<file path="src/rtl/gated_pipe_rr_arbiter.sv">
`default_nettype none
// ============================================================================
// Module   : gated_pipe_rr_arbiter
// Purpose  : Round-robin arbiter feeding a shared two-stage gated pipeline
//            with run/drain sequencing and valid/ready output backpressure.
//            Optional macro GPA_DROP_GATED_EN drops gated transactions and
//            counts them on drop_cnt.
// Revision : 1.0 - initial release
// ============================================================================
module gated_pipe_rr_arbiter #(
    parameter int NREQ = 4,
    parameter int DW   = 8,
    parameter int IDW  = 2
) (
    input  logic             clk,
    input  logic             rst,
    input  logic             enable,
    input  logic             flush,
    input  logic [NREQ-1:0]  req,
    input  logic [NREQ*DW-1:0] req_data,
    input  logic [NREQ-1:0]  req_gate,
    output logic [NREQ-1:0]  gnt,
    output logic             out_valid,
    output logic [DW-1:0]    out_data,
    output logic [IDW-1:0]   out_id,
    input  logic             out_ready,
    output logic             busy
`ifdef GPA_DROP_GATED_EN
    ,
    output logic [15:0]      drop_cnt
`endif
);

    typedef enum logic [1:0] {
        S_IDLE  = 2'd0,
        S_RUN   = 2'd1,
        S_DRAIN = 2'd2
    } state_t;

    state_t           r_state;
    state_t           w_state_nxt;
    logic [IDW-1:0]   r_ptr;
    logic             r_v1;
    logic             r_v2;
    logic             r_g1;
    logic [DW-1:0]    r_d1;
    logic [DW-1:0]    r_d2;
    logic [IDW-1:0]   r_id1;
    logic [IDW-1:0]   r_id2;

    logic             w_adv1;
    logic             w_adv2;
    logic             w_found;
    logic             w_grant;
    logic             w_keep;
    logic [IDW-1:0]   w_win;
    logic [IDW-1:0]   w_ptr_nxt;
    logic [IDW:0]     w_scan;
    logic [DW-1:0]    w_win_data;
    logic             w_win_gate;

    assign w_adv2 = !r_v2 | out_ready;
    assign w_adv1 = !r_v1 | w_adv2;

    // Rotating priority scan starting at r_ptr; one extra bit handles the wrap.
    always_comb begin
        w_found = 1'b0;
        w_win   = '0;
        w_scan  = '0;
        for (int k = 0; k < NREQ; k++) begin
            w_scan = {1'b0, r_ptr} + (IDW+1)'(k);
            if (w_scan >= (IDW+1)'(NREQ)) begin
                w_scan = w_scan - (IDW+1)'(NREQ);
            end
            if (!w_found && req[w_scan[IDW-1:0]]) begin
                w_found = 1'b1;
                w_win   = w_scan[IDW-1:0];
            end
        end
    end

    always_comb begin
        w_win_data = '0;
        w_win_gate = 1'b0;
        for (int i = 0; i < NREQ; i++) begin
            if (w_win == IDW'(i)) begin
                w_win_data = req_data[i*DW +: DW];
                w_win_gate = req_gate[i];
            end
        end
    end

    assign w_grant   = !rst && (r_state == S_RUN) && enable && !flush && w_adv1 && w_found;
    assign gnt       = w_grant ? (NREQ'(1) << w_win) : '0;
    assign w_ptr_nxt = (w_win == IDW'(NREQ-1)) ? '0 : w_win + 1'b1;

    always_comb begin
        w_state_nxt = r_state;
        case (r_state)
            S_IDLE: begin
                if (enable && !flush) w_state_nxt = S_RUN;
            end
            S_RUN: begin
                if (flush || !enable) w_state_nxt = S_DRAIN;
            end
            S_DRAIN: begin
                if (!r_v1 && !r_v2) w_state_nxt = (enable && !flush) ? S_RUN : S_IDLE;
            end
            default: w_state_nxt = S_IDLE;
        endcase
    end

`ifdef GPA_DROP_GATED_EN
    assign w_keep = r_g1;
`else
    assign w_keep = 1'b1;
`endif

    always_ff @(posedge clk) begin
        if (rst) begin
            r_state <= S_IDLE;
            r_ptr   <= '0;
            r_v1    <= 1'b0;
            r_v2    <= 1'b0;
            r_g1    <= 1'b0;
            r_d1    <= '0;
            r_d2    <= '0;
            r_id1   <= '0;
            r_id2   <= '0;
        end else begin
            r_state <= w_state_nxt;
            if (w_grant) begin
                r_ptr <= w_ptr_nxt;
                r_v1  <= 1'b1;
                r_d1  <= w_win_data;
                r_g1  <= w_win_gate;
                r_id1 <= w_win;
            end else if (w_adv2) begin
                r_v1  <= 1'b0;
            end
            if (w_adv2) begin
                r_v2  <= r_v1 & w_keep;
                r_d2  <= r_d1 & {DW{r_g1}};
                r_id2 <= r_id1;
            end
        end
    end

`ifdef GPA_DROP_GATED_EN
    logic [15:0] r_drop_cnt;

    always_ff @(posedge clk) begin
        if (rst) begin
            r_drop_cnt <= '0;
        end else if (w_adv2 && r_v1 && !r_g1 && (r_drop_cnt != 16'hFFFF)) begin
            r_drop_cnt <= r_drop_cnt + 16'd1;
        end
    end

    assign drop_cnt = r_drop_cnt;
`endif

    assign out_valid = r_v2;
    assign out_data  = r_d2;
    assign out_id    = r_id2;
    assign busy      = (r_state != S_IDLE);

endmodule
`default_nettype wire

</file>
<file path="config.mk">
export PLATFORM = sky130hd
export DESIGN_NAME = gated_pipe_rr_arbiter
export DESIGN_NICKNAME = d
export VERILOG_FILES = /design/src/rtl/gated_pipe_rr_arbiter.sv
export SDC_FILE = /design/constraint.sdc
export NUM_CORES = 1
export LEC_CHECK = 0
export ABC_CLOCK_PERIOD_IN_PS = 3100
export BUFFER_PORTS_ARGS = -buffer_cell sky130_fd_sc_hd__buf_2
export CORE_MARGIN = 2
export CORE_UTILIZATION = 35
export DETAILED_ROUTE_END_ITERATION = 8
export GPL_TIMING_DRIVEN = 0
export HOLD_SLACK_MARGIN = 0.15
export MAX_ROUTING_LAYER = met4
export SLEW_MARGIN = 20
export SYNTH_ARGS = -nofsm -noshare
export SYNTH_HDL_FRONTEND = slang
export SYNTH_SLANG_ARGS = --single-unit
</file>
<file path="constraint.sdc">
create_clock -name clk -period 3.1 [get_ports clk]
set_clock_uncertainty 0.2 [all_clocks]
set_input_delay 0.465 -clock clk [delete_from_list [all_inputs] [get_ports clk]]
set_output_delay 0.465 -clock clk [all_outputs]
set_load 0.05 [all_outputs]
</file>
# ---- After elaboration in Yosys (flattened, before gate mapping)
# Cells that the tools add are included.
dict set report word_totals {
  ff_bits 27
  inputBits 45
  output_inout_bits 16
  wordCells 98
}
dict set report classes {
  addsub 8
  order_cmp 8
  eq_ne 8
  shifts 1
  mux 37
  bitwise_logic 3
  n_reduce_logical 24
}
# cell count
set ops {}
lappend ops {{two-way mux 8 bit} 4}
lappend ops {{two-way mux 2 bit} 12}
lappend ops {{two-way mux 1 bit} 15}
lappend ops {{less-than comparator 2 x 3 -> 1 bit (second input constant)} 4}
lappend ops {{logical AND 1 bit} 10}
lappend ops {{>= comparator 3 bit (second input constant)} 3}
lappend ops {{bitwise AND 8 bit} 1}
lappend ops {{binary-select mux 1 bit (select 2 bit)} 4}
lappend ops {{zero test 1 bit} 8}
lappend ops {{subtractor 2 x 1 -> 2 bit (second input constant)} 4}
lappend ops {{adder 2 x 2 -> 3 bit (second input constant)} 2}
lappend ops {{== test 2 bit (second input constant)} 3}
lappend ops {{one-hot mux 2 bit (3 select lines)} 1}
lappend ops {{== test 2 x 1 -> 1 bit (second input constant)} 2}
lappend ops {{zero test 2 bit} 2}
lappend ops {{two-way mux 4 bit} 1}
lappend ops {{inequality test 2 bit (second input constant)} 2}
lappend ops {{nonzero test 2 bit} 2}
lappend ops {{<< shifter 1 x 2 -> 4 bit (first input constant)} 1}
lappend ops {{adder 2 x 1 -> 3 bit (second input constant)} 1}
lappend ops {{>= comparator 2 x 3 -> 1 bit (second input constant)} 1}
lappend ops {{AND reduction 3 bit} 1}
lappend ops {{adder 2 x 1 -> 2 bit (second input constant)} 1}
lappend ops {{inequality test 2 x 1 -> 1 bit (second input constant)} 1}
lappend ops {{2 further kinds} 3}

# ---- Longest topological paths before layout
# Gate-level depths: netlist of the first run.
dict set report depth {
  word_depth 19
  depth_mapped 10
  mapped_depth_nobuf 9
}

# ---- Least setup slack after synthesis of the first run
# Ideal clock, no wire load.
dict set report synth_timing {
  path_kind {input -> output}
  from {input port rst}
  to {output port gnt[2]}
  arrival_ps 2371
  t_required_ps 2435
  slack_ps 64
  stages 5
  n_path_buf 2
  cell_sequence {buf_2 -> or3b_4 -> a2111o_1 -> clkbuf_1 -> nor2_1}
}
dict set report synth_between {
  elab_chain_cells 7
}
# item line_no
set synth_lines {}
lappend synth_lines {{from (decl)} 16} ;# input logic rst,
lappend synth_lines {{zero test 1 bit} 93} ;# assign w_grant = !rst && (r_state == S_RUN) && enable && !flush && w_adv1 && w_found;
lappend synth_lines {{logical AND 1 bit (5 in series)} 93}
lappend synth_lines {{two-way mux 4 bit} 94} ;# assign gnt = w_grant ? (NREQ'(1) << w_win) : '0;
lappend synth_lines {{to (decl)} 22} ;# output logic [NREQ-1:0] gnt,
# Every way passes these cells.

# ---- Final worst setup path of the first run
# Same ends and word-level chain as after synthesis.

==> flow_summary.rst, run 1 <==
.. list-table::
   :header-rows: 1

   * - Metric
     - Value
   * - Result of the run
     - finished, final reports clean
   * - Final weighted congestion of routability-driven global placement
     - between 0.7 and 0.8
   * - Number of buffers created by CTS
     - 3
   * - #FFs+latches synth
     - 27
   * - Core footprint
     - 0.003716 mm^2
   * - Nature of the critical path startpoint
     - primary input
   * - Number of antenna violations at the first check in global routing
     - 0
   * - Slowest cell on the critical path
     - sky130_fd_sc_hd__a2111o_1
   * - Top cells by area, synth
     - sky130_fd_sc_hd__dfxtp_1 39%, sky130_fd_sc_hd__a21oi_1 11%, sky130_fd_sc_hd__nand2_1 7.4%, sky130_fd_sc_hd__a211o_1 5.1%, sky130_fd_sc_hd__a22oi_1 4.9%
   * - Multiplexer fraction of the synthesized cell area
     - 0
   * - Overall fraction of global-route tracks in use
     - 0.1742
   * - Crit end category
     - primary output
   * - Netlist area before placement
     - ~0.0014 mm^2
   * - Clock root buffer
     - sky130_fd_sc_hd__clkbuf_8
   * - Number of synthesis warnings
     - 0
   * - Maximum clock path buffer count
     - 2
   * - Slowest Stage Delay on Critical Path
     - approximately 520 ps
   * - Peak fanout along the critical path
     - 10
   * - CTS H-tree depth
     - 1
   * - Vias per std cell
     - just over 5
   * - Total power draw
     - 642.1 uW
   * - Detail Route met2 WL
     - ~1700 um
   * - Post-synthesis compound-gate area fraction
     - 0.2981
   * - Die Span Y
     - roughly 67 um
   * - Top delay family on crit path
     - buffers and inverters
   * - Worst vdd rail ir drop
     - 217.1 uV
   * - Area of all placed cells without fillers
     - 0.001780 mm^2
   * - Worst endpoint required time
     - 2430 ps
   * - Row Count
     - 22
   * - DRC errors left
     - 0
   * - Wl on met1
     - between 1500 and 2000 um
   * - Count of fill cells added during filler insertion
     - roughly 400
   * - Parity-gate share of the synthesized area counting xor and xnor cells
     - 0
   * - DRT iter0 DRCs
     - 36
   * - GR Overflow Total
     - 0
   * - Buffer and inverter count on the worst path
     - 3
   * - Net count of the mapped netlist
     - roughly 220
   * - Areal power density over the cells
     - between 300 and 400 mW/mm^2
   * - Pin count of the biggest net entering global routing
     - 15
   * - Area post-placement
     - around 0.0017 mm^2
   * - Final critical-path share of the clock period
     - 0.9519
   * - Instance count of the mapped netlist
     - about 170
   * - Crit path arrival time
     - between 2000 and 2500 ps
   * - Wire length of the first global-routing pass
     - roughly 5800 um
   * - Top-level I/O count
     - between 60 and 70
   * - Port Buffer Count
     - just under 60
   * - Post-synthesis sequential area ratio
     - 0.3938
   * - Clock Sink Count
     - 27
   * - Worst setup path category
     - primary input to primary output
   * - Final-stage net count
     - 287
   * - Synthesized area per cell
     - about 7.9 um^2
   * - Die Span X
     - roughly 67 um
   * - Initial DRT Pass Iterations
     - 4
   * - CTS Hold Buffers Added
     - 0
   * - Dpl ws
     - ~140 ps
   * - Average wire length per cell after detail routing
     - approximately 13 um
   * - Shortest clock period the worst path allows after layout
     - ~3000 ps
   * - Highest routed metal layer
     - met4
   * - Total Routed Length
     - 3572 um
   * - Adder-cell area share of the yosys netlist
     - 0.03646
   * - Synth area leader
     - sky130_fd_sc_hd__dfxtp_1
   * - Cell breakdown of the critical path
     - buf_2, or3b_4, a2111o_1, clkbuf_1, nor2_1, buf_2
   * - Register clock-pin slew on the reported worst setup and hold paths
     - 90 ps
   * - Post-synth EDFFs
     - 0
   * - Number of routed nets with antenna violations
     - 0
   * - Aggregate negative setup slack
     - 0 ps
   * - Path category of the worst min-delay check
     - flop to flop
   * - Die outline area
     - around 0.0044 mm^2
   * - Number of max-slew violations in the final report
     - 0
   * - Fraction of the mapped netlist area in simple logic gates
     - 0.2215
   * - Ant. Diodes
     - 0
   * - Insertion delay of the later-clocked pin in the worst-skew pair
     - 270 ps
   * - Asr flop ratio synth
     - 0
   * - Worst rel slew slack
     - 0.5872
   * - Initial cell density of the core
     - 0.3694
   * - Number of max-capacitance violations reported
     - 0
   * - Vias in the first global route
     - 1331
   * - Detail Route met3 WL
     - between 150 and 200 um
   * - Standby leakage power
     - roughly 0.00074 uW
   * - Largest family of logic cells by synthesized area
     - compound AO/OA/AOI/OAI gates
   * - Area share of the largest cell type after synthesis
     - 0.3938
   * - Total setup violations reported at the end of the flow
     - 0
   * - HPWL reported at the end of detailed placement
     - ~2800 um
   * - Layout cells sized above 1
     - 0.2911
   * - Hold slack final
     - roughly 250 ps
   * - Least-Margin Pin Slew
     - roughly 620 ps
   * - Critical Path Most Common Cell
     - sky130_fd_sc_hd__buf_2
   * - Final number of hold-violating endpoints
     - 0
   * - Clock tree from TritonCTS
     - built
   * - Signed area change from the synthesized netlist to the final layout
     - 29.72%
   * - Max Fclk
     - roughly 340 MHz
   * - Distinct cells, synth
     - 30
   * - Final WS setup
     - between 100 and 150 ps
   * - RSZ-0062 raised after global routing
     - no
   * - Via count
     - 1438
   * - Most frequently used flop master after synthesis
     - sky130_fd_sc_hd__dfxtp_1
through the flow:
step                std cells    util
finish                    285  0.4791
global route              285  0.4791
CTS                       285  0.4771
detailed placement        281  0.4650
global placement          281  0.4650
floorplan                 174       -
registers in the layout, indices dropped and copies added (netlist names):
name	flops
out_data	8
r_ptr	2
r_d1	8
r_v1	1
r_g1	1
r_state	2
out_valid	1
out_id	2
r_id1	2
final timing paths:
path | slack, ps | cells past startpoint | startpoint | to
worst max-delay path | 150 | 6 | rst | gnt[2]
worst min-delay path | 250 | 2 | out_id[1] | out_id[1]
worst max register to register | 540 | 10 | r_ptr[0] | r_d1[6]
worst min register to register | 250 | 2 | out_id[1] | out_id[1]
layout make-up:
cell class | instances | area, um^2 | share of cell area
Sequential cell | 27 | 540.5 | 0.3036
Timing Repair Buffer | 59 | 295.3 | 0.1658
Tap cell | 48 | 60.06 | 0.03373
Multi-Input combinational cell | 131 | 769.5 | 0.4322
Buffer | 11 | 51.30 | 0.02881
Inverter | 5 | 18.77 | 0.01054
Clock buffer | 4 | 45.04 | 0.02530
Yosys cell counts (2+ instances only):
cell type / number
sky130_fd_sc_hd__nand3_1: 9
sky130_fd_sc_hd__nor2_1: 9
sky130_fd_sc_hd__clkbuf_1: 6
sky130_fd_sc_hd__nand2_1: 27
sky130_fd_sc_hd__buf_1: 3
sky130_fd_sc_hd__dfxtp_1: 27
sky130_fd_sc_hd__o22ai_1: 9
sky130_fd_sc_hd__a22oi_1: 9
sky130_fd_sc_hd__or3_1: 2
sky130_fd_sc_hd__a211o_1: 8
sky130_fd_sc_hd__o21ai_0: 2
sky130_fd_sc_hd__inv_1: 5
sky130_fd_sc_hd__ha_1: 4
sky130_fd_sc_hd__nor2b_1: 4
sky130_fd_sc_hd__a21oi_1: 29
sky130_fd_sc_hd__nand2b_1: 5
sky130_fd_sc_hd__and2_1: 3
placed cells by master, fill, tap and decap left out, types with 2 or more instances in the layout:
master,netlist,routed
sky130_fd_sc_hd__nor2b_1,4,4
sky130_fd_sc_hd__a211o_1,8,8
sky130_fd_sc_hd__clkbuf_1,6,6
sky130_fd_sc_hd__o22ai_1,9,9
sky130_fd_sc_hd__ha_1,4,4
sky130_fd_sc_hd__nand2b_1,5,5
sky130_fd_sc_hd__nand3_1,9,9
sky130_fd_sc_hd__nor2_1,9,9
sky130_fd_sc_hd__clkbuf_8,0,3
sky130_fd_sc_hd__inv_1,5,5
sky130_fd_sc_hd__buf_1,3,3
sky130_fd_sc_hd__a21oi_1,29,29
sky130_fd_sc_hd__a22oi_1,9,9
sky130_fd_sc_hd__and2_1,3,3
sky130_fd_sc_hd__buf_2,1,60
sky130_fd_sc_hd__or3_1,2,2
sky130_fd_sc_hd__nand2_1,27,27
sky130_fd_sc_hd__o21ai_0,2,2
sky130_fd_sc_hd__dfxtp_1,27,27
repair_timing:
action | CTS | global route
gates resized for setup | 0 | 3
buffers inserted | 0 | 0
endpoints found under the setup margin | 0 | 2
worst min-delay path, delay by kind of cell (launching register included):
family,cells,cell delay [ps]
flops,1,320
compound gates,1,50
simple gates,1,50
logic make-up after synthesis:
kind of cell,count (synthesis)
AOI/OAI and AO/OA,63
adders and majority gates,4
buffers and inverters,16
DFF,27
and+or+nand+nor,64
power breakdown:
group          switching, uW  total [uW]  internal [uW]
clock network            102         194           92.0
registers               1.58         350            349
logic                   53.6        97.6           43.9
total                    157         642            485
metal layers:
metal	global-route usage	vias to the layer above
met4	0.02296	0
met5	-	-
met2	0.2925	36
li1	-	752
met1	0.2174	648
met3	0.04392	2
Power figures use the tool's default switching activity.
==> inputs of run 2 (changes only) <==
ABC_CLOCK_PERIOD_IN_PS = 2600   (was 3100)
CORE_MARGIN = 1.5   (was 2)
clock period = 2.6 ns   (was 3.1 ns; I/O delays follow)
==> run 2 against run 1 <==
  * Count of clock-buffer cells in the layout did not move
  * Combinational power up 26%
  * Cell area increased by 3.8%
  * Critical path type unchanged
  * Worst setup slack got worse by 99 ps
  * Largest power group unchanged
  * Register-to-register slack got worse by 340 ps
  * Total power is 20% higher
  * Cell count stayed put
  * Non-clock buffer count stayed put
  * First-iteration DRC count rose by 92%
  * Routed wire length is 0.95% higher
  * Sequential share of layout area decreased by 0.97 points
  * Via count did not move
==> flow_summary.rst, run 2 (synthesized netlist as in run 1, its figures left out) <==
.. list-table::
   :header-rows: 1

   * - Metric
     - Value
   * - Number of max-slew violations in the final report
     - 0 (unchanged)
   * - Clock tree from TritonCTS
     - built
   * - Worst vdd rail ir drop
     - 374.8 uV (+73%)
   * - Top-level I/O count
     - 61 (unchanged)
   * - Die Span Y
     - 65.62 um (-1.5%)
   * - Maximum clock path buffer count
     - 2 (unchanged)
   * - Register clock-pin slew on the reported worst setup and hold paths
     - 90 ps (about the same)
   * - Core footprint
     - 0.003716 mm^2 (unchanged)
   * - Nature of the critical path startpoint
     - primary input
   * - Hold slack final
     - 205.6 ps (-46.95 ps)
   * - Final number of hold-violating endpoints
     - 0 (unchanged)
   * - Least-Margin Pin Slew
     - 550.8 ps (-67.20 ps)
   * - Crit path arrival time
     - 1960 ps (-330 ps)
   * - Min-Delay Startpoint
     - rst
   * - Number of max-capacitance violations reported
     - 0 (unchanged)
   * - Slowest cell on the critical path
     - sky130_fd_sc_hd__a2111o_1
   * - Average wire length per cell after detail routing
     - 12.65 um (+0.95%)
   * - DRC errors left
     - 0 (unchanged)
   * - Initial DRT Pass Iterations
     - 4 (unchanged)
   * - Hold Path End
     - r_id1[1]
   * - Standby leakage power
     - 0.0007615 uW (+2.3%)
   * - Cell breakdown of the critical path
     - buf_2, or3b_4, a2111o_1, clkbuf_4, nor2_2, buf_4
   * - Grt met1 use
     - 0.2273 (+0.009881)
   * - Final weighted congestion of routability-driven global placement
     - 0.7443 (-2.3%)
   * - Vias per std cell
     - 5.046 (unchanged)
   * - Peak fanout along the critical path
     - 10 (unchanged)
   * - Number of routed nets with antenna violations
     - 0 (unchanged)
   * - Vias in the first global route
     - 1364 (+2.5%)
   * - Shortest clock period the worst path allows after layout
     - 2550 ps
   * - Pin count of the biggest net entering global routing
     - 15 (unchanged)
   * - R2R Path End
     - r_d1[6]
   * - Die Span X
     - 65.62 um (-1.5%)
   * - RSZ-0062 raised after global routing
     - no
   * - Total setup violations reported at the end of the flow
     - 0 (unchanged)
   * - Clock Sink Count
     - 27 (unchanged)
   * - Most common cell after layout, fill and taps aside
     - sky130_fd_sc_hd__buf_2
   * - Ant. Diodes
     - 0 (unchanged)
   * - Worst setup path category
     - primary input to primary output
   * - CTS Hold Buffers Added
     - 0 (unchanged)
   * - Port Buffer Count
     - 59 (unchanged)
   * - GR met2 Demand/Resource
     - 0.3030 (+0.01053)
   * - Area of all placed cells without fillers
     - 0.001848 mm^2 (+3.8%)
   * - Overall fraction of global-route tracks in use
     - 0.1792 (+0.005050)
   * - Startpoint of the worst register-to-register path
     - r_ptr[0]
   * - Signed area change from the synthesized netlist to the final layout
     - 34.64%
   * - Number of buffers created by CTS
     - 3 (unchanged)
   * - Max Fclk
     - ~400 MHz
   * - Areal power density over the cells
     - 416.9 mW/mm^2 (+16%)
   * - Clock root buffer
     - sky130_fd_sc_hd__clkbuf_8
   * - Worst endpoint required time
     - 2010 ps (-420 ps)
   * - Count of non-filler cells in the finished layout
     - 285 (unchanged)
   * - Wire length of the first global-routing pass
     - 5989 um (+3.0%)
   * - Commonest non-fill, non-tap cells in the layout
     - 58 x sky130_fd_sc_hd__buf_2, 29 x sky130_fd_sc_hd__a21oi_1, 27 x sky130_fd_sc_hd__nand2_1
   * - GR Overflow Total
     - 0 (unchanged)
   * - Reg2reg setup slack
     - 200 ps (-340 ps)
   * - Worst rel slew slack
     - 0.6298 (+0.04254)
   * - Initial cell density of the core
     - 0.3694 (unchanged)
   * - Total Routed Length
     - 3606 um (+0.95%)
   * - Die outline area
     - 0.004306 mm^2 (-3.0%)
   * - Crit end category
     - primary output
   * - Final critical-path share of the clock period
     - 0.9806
   * - Area post-placement
     - 0.001733 mm^2 (+0.29%)
   * - Slowest Stage Delay on Critical Path
     - 450 ps (-70 ps)
   * - Number of antenna violations at the first check in global routing
     - 0 (unchanged)
   * - Cells on worst reg2reg path
     - 10 (unchanged)
   * - Final-stage net count
     - 287 (unchanged)
   * - CTS H-tree depth
     - 1 (unchanged)
   * - Via count
     - 1438 (unchanged)
   * - Routing usage on met3
     - 0.04623 (+0.002314)
   * - Result of the run
     - finished, final reports clean
   * - Path category of the worst min-delay check
     - primary input to flop
   * - Number of instances in the placed design
     - 281 (unchanged)
   * - HPWL reported at the end of detailed placement
     - 2757 um (+0.23%)
   * - Total power draw
     - 770.4 uW (+20%)
   * - Insertion delay of the later-clocked pin in the worst-skew pair
     - 270 ps (about the same)
   * - Number of cells on the worst hold path
     - 2 (unchanged)
   * - Row Count
     - 22 (unchanged)
   * - DRT iter0 DRCs
     - 69 (+92%)
   * - Most used routing layer
     - met2
   * - Layout cells sized above 1
     - 0.3544 (+0.06329)
[run 2: power by group]
group          switching [uW]  internal (uW)  leakage, uW
Sequential               1.97            416     0.000219
Clock                     120            110    0.0000228
Combinational            67.0           55.8     0.000520
Total                     189            581     0.000762
[run 2: per-layer routing]
metal  vias to the layer above  part of all wire
met4                         0            0.0022
met3                         2             0.044
met1                       649              0.46
li1                        751                 -
met5                         -                 0
met2                        36              0.49
[run 2: repair_timing]
action	in CTS	in global routing
cloned	0	0
resized for setup	11	12
setup endpoints to repair	5	12
pin swaps	1	2
setup buffers	0	1
[run 2: through the flow]
| stage | utilization | TNS [ps] | setup WS [ps] |
|---|---|---|---|
| after CTS | 0.4879 | 0 | 0.3482 |
| after global routing | 0.4973 | 0 | 4.939 |
| after floorplan | - | -154.5 | -77.25 |
| final | 0.4973 | 0 | 50.37 |
| after detailed placement | 0.4663 | -2906 | -313.4 |
| after global placement | 0.4663 | -2361 | -258.8 |
[run 2: final cells by class]
cell class,count,area (um^2)
Clock buffer,4,45.04
Sequential cell,27,543.0
Fill cell,402,1868
Timing Repair Buffer,60,310.3
Inverter,5,21.27
Tap cell,48,60.06
Multi-Input combinational cell,131,813.3
Buffer,10,55.05
[run 2: worst max-delay path by stage]
| stage | from | cells after the start | slack, ps | endpoint |
|---|---|---|---|---|
| 6_report | rst | 6 | 50 | gnt[2] |
| 5_1_grt | r_ptr[0] | 8 | 5 | gnt[1] |
| 4_1_cts | out_valid | 5 | 0.3 | gnt[2] |
| 3_5_place_dp | req[0] | 9 | -310 | r_d1[6] |
| 3_3_place_gp | req[0] | 9 | -260 | r_d1[6] |
| 2_1_floorplan | rst | 5 | -80 | gnt[2] |
[run 2: worst max-delay path, delay by kind of cell]
kind | cells | cell delay [ps]
buffers and inverters | 3 | 590
AND/OR/NAND/NOR | 2 | 540
AO/OA/AOI/OAI | 1 | 450
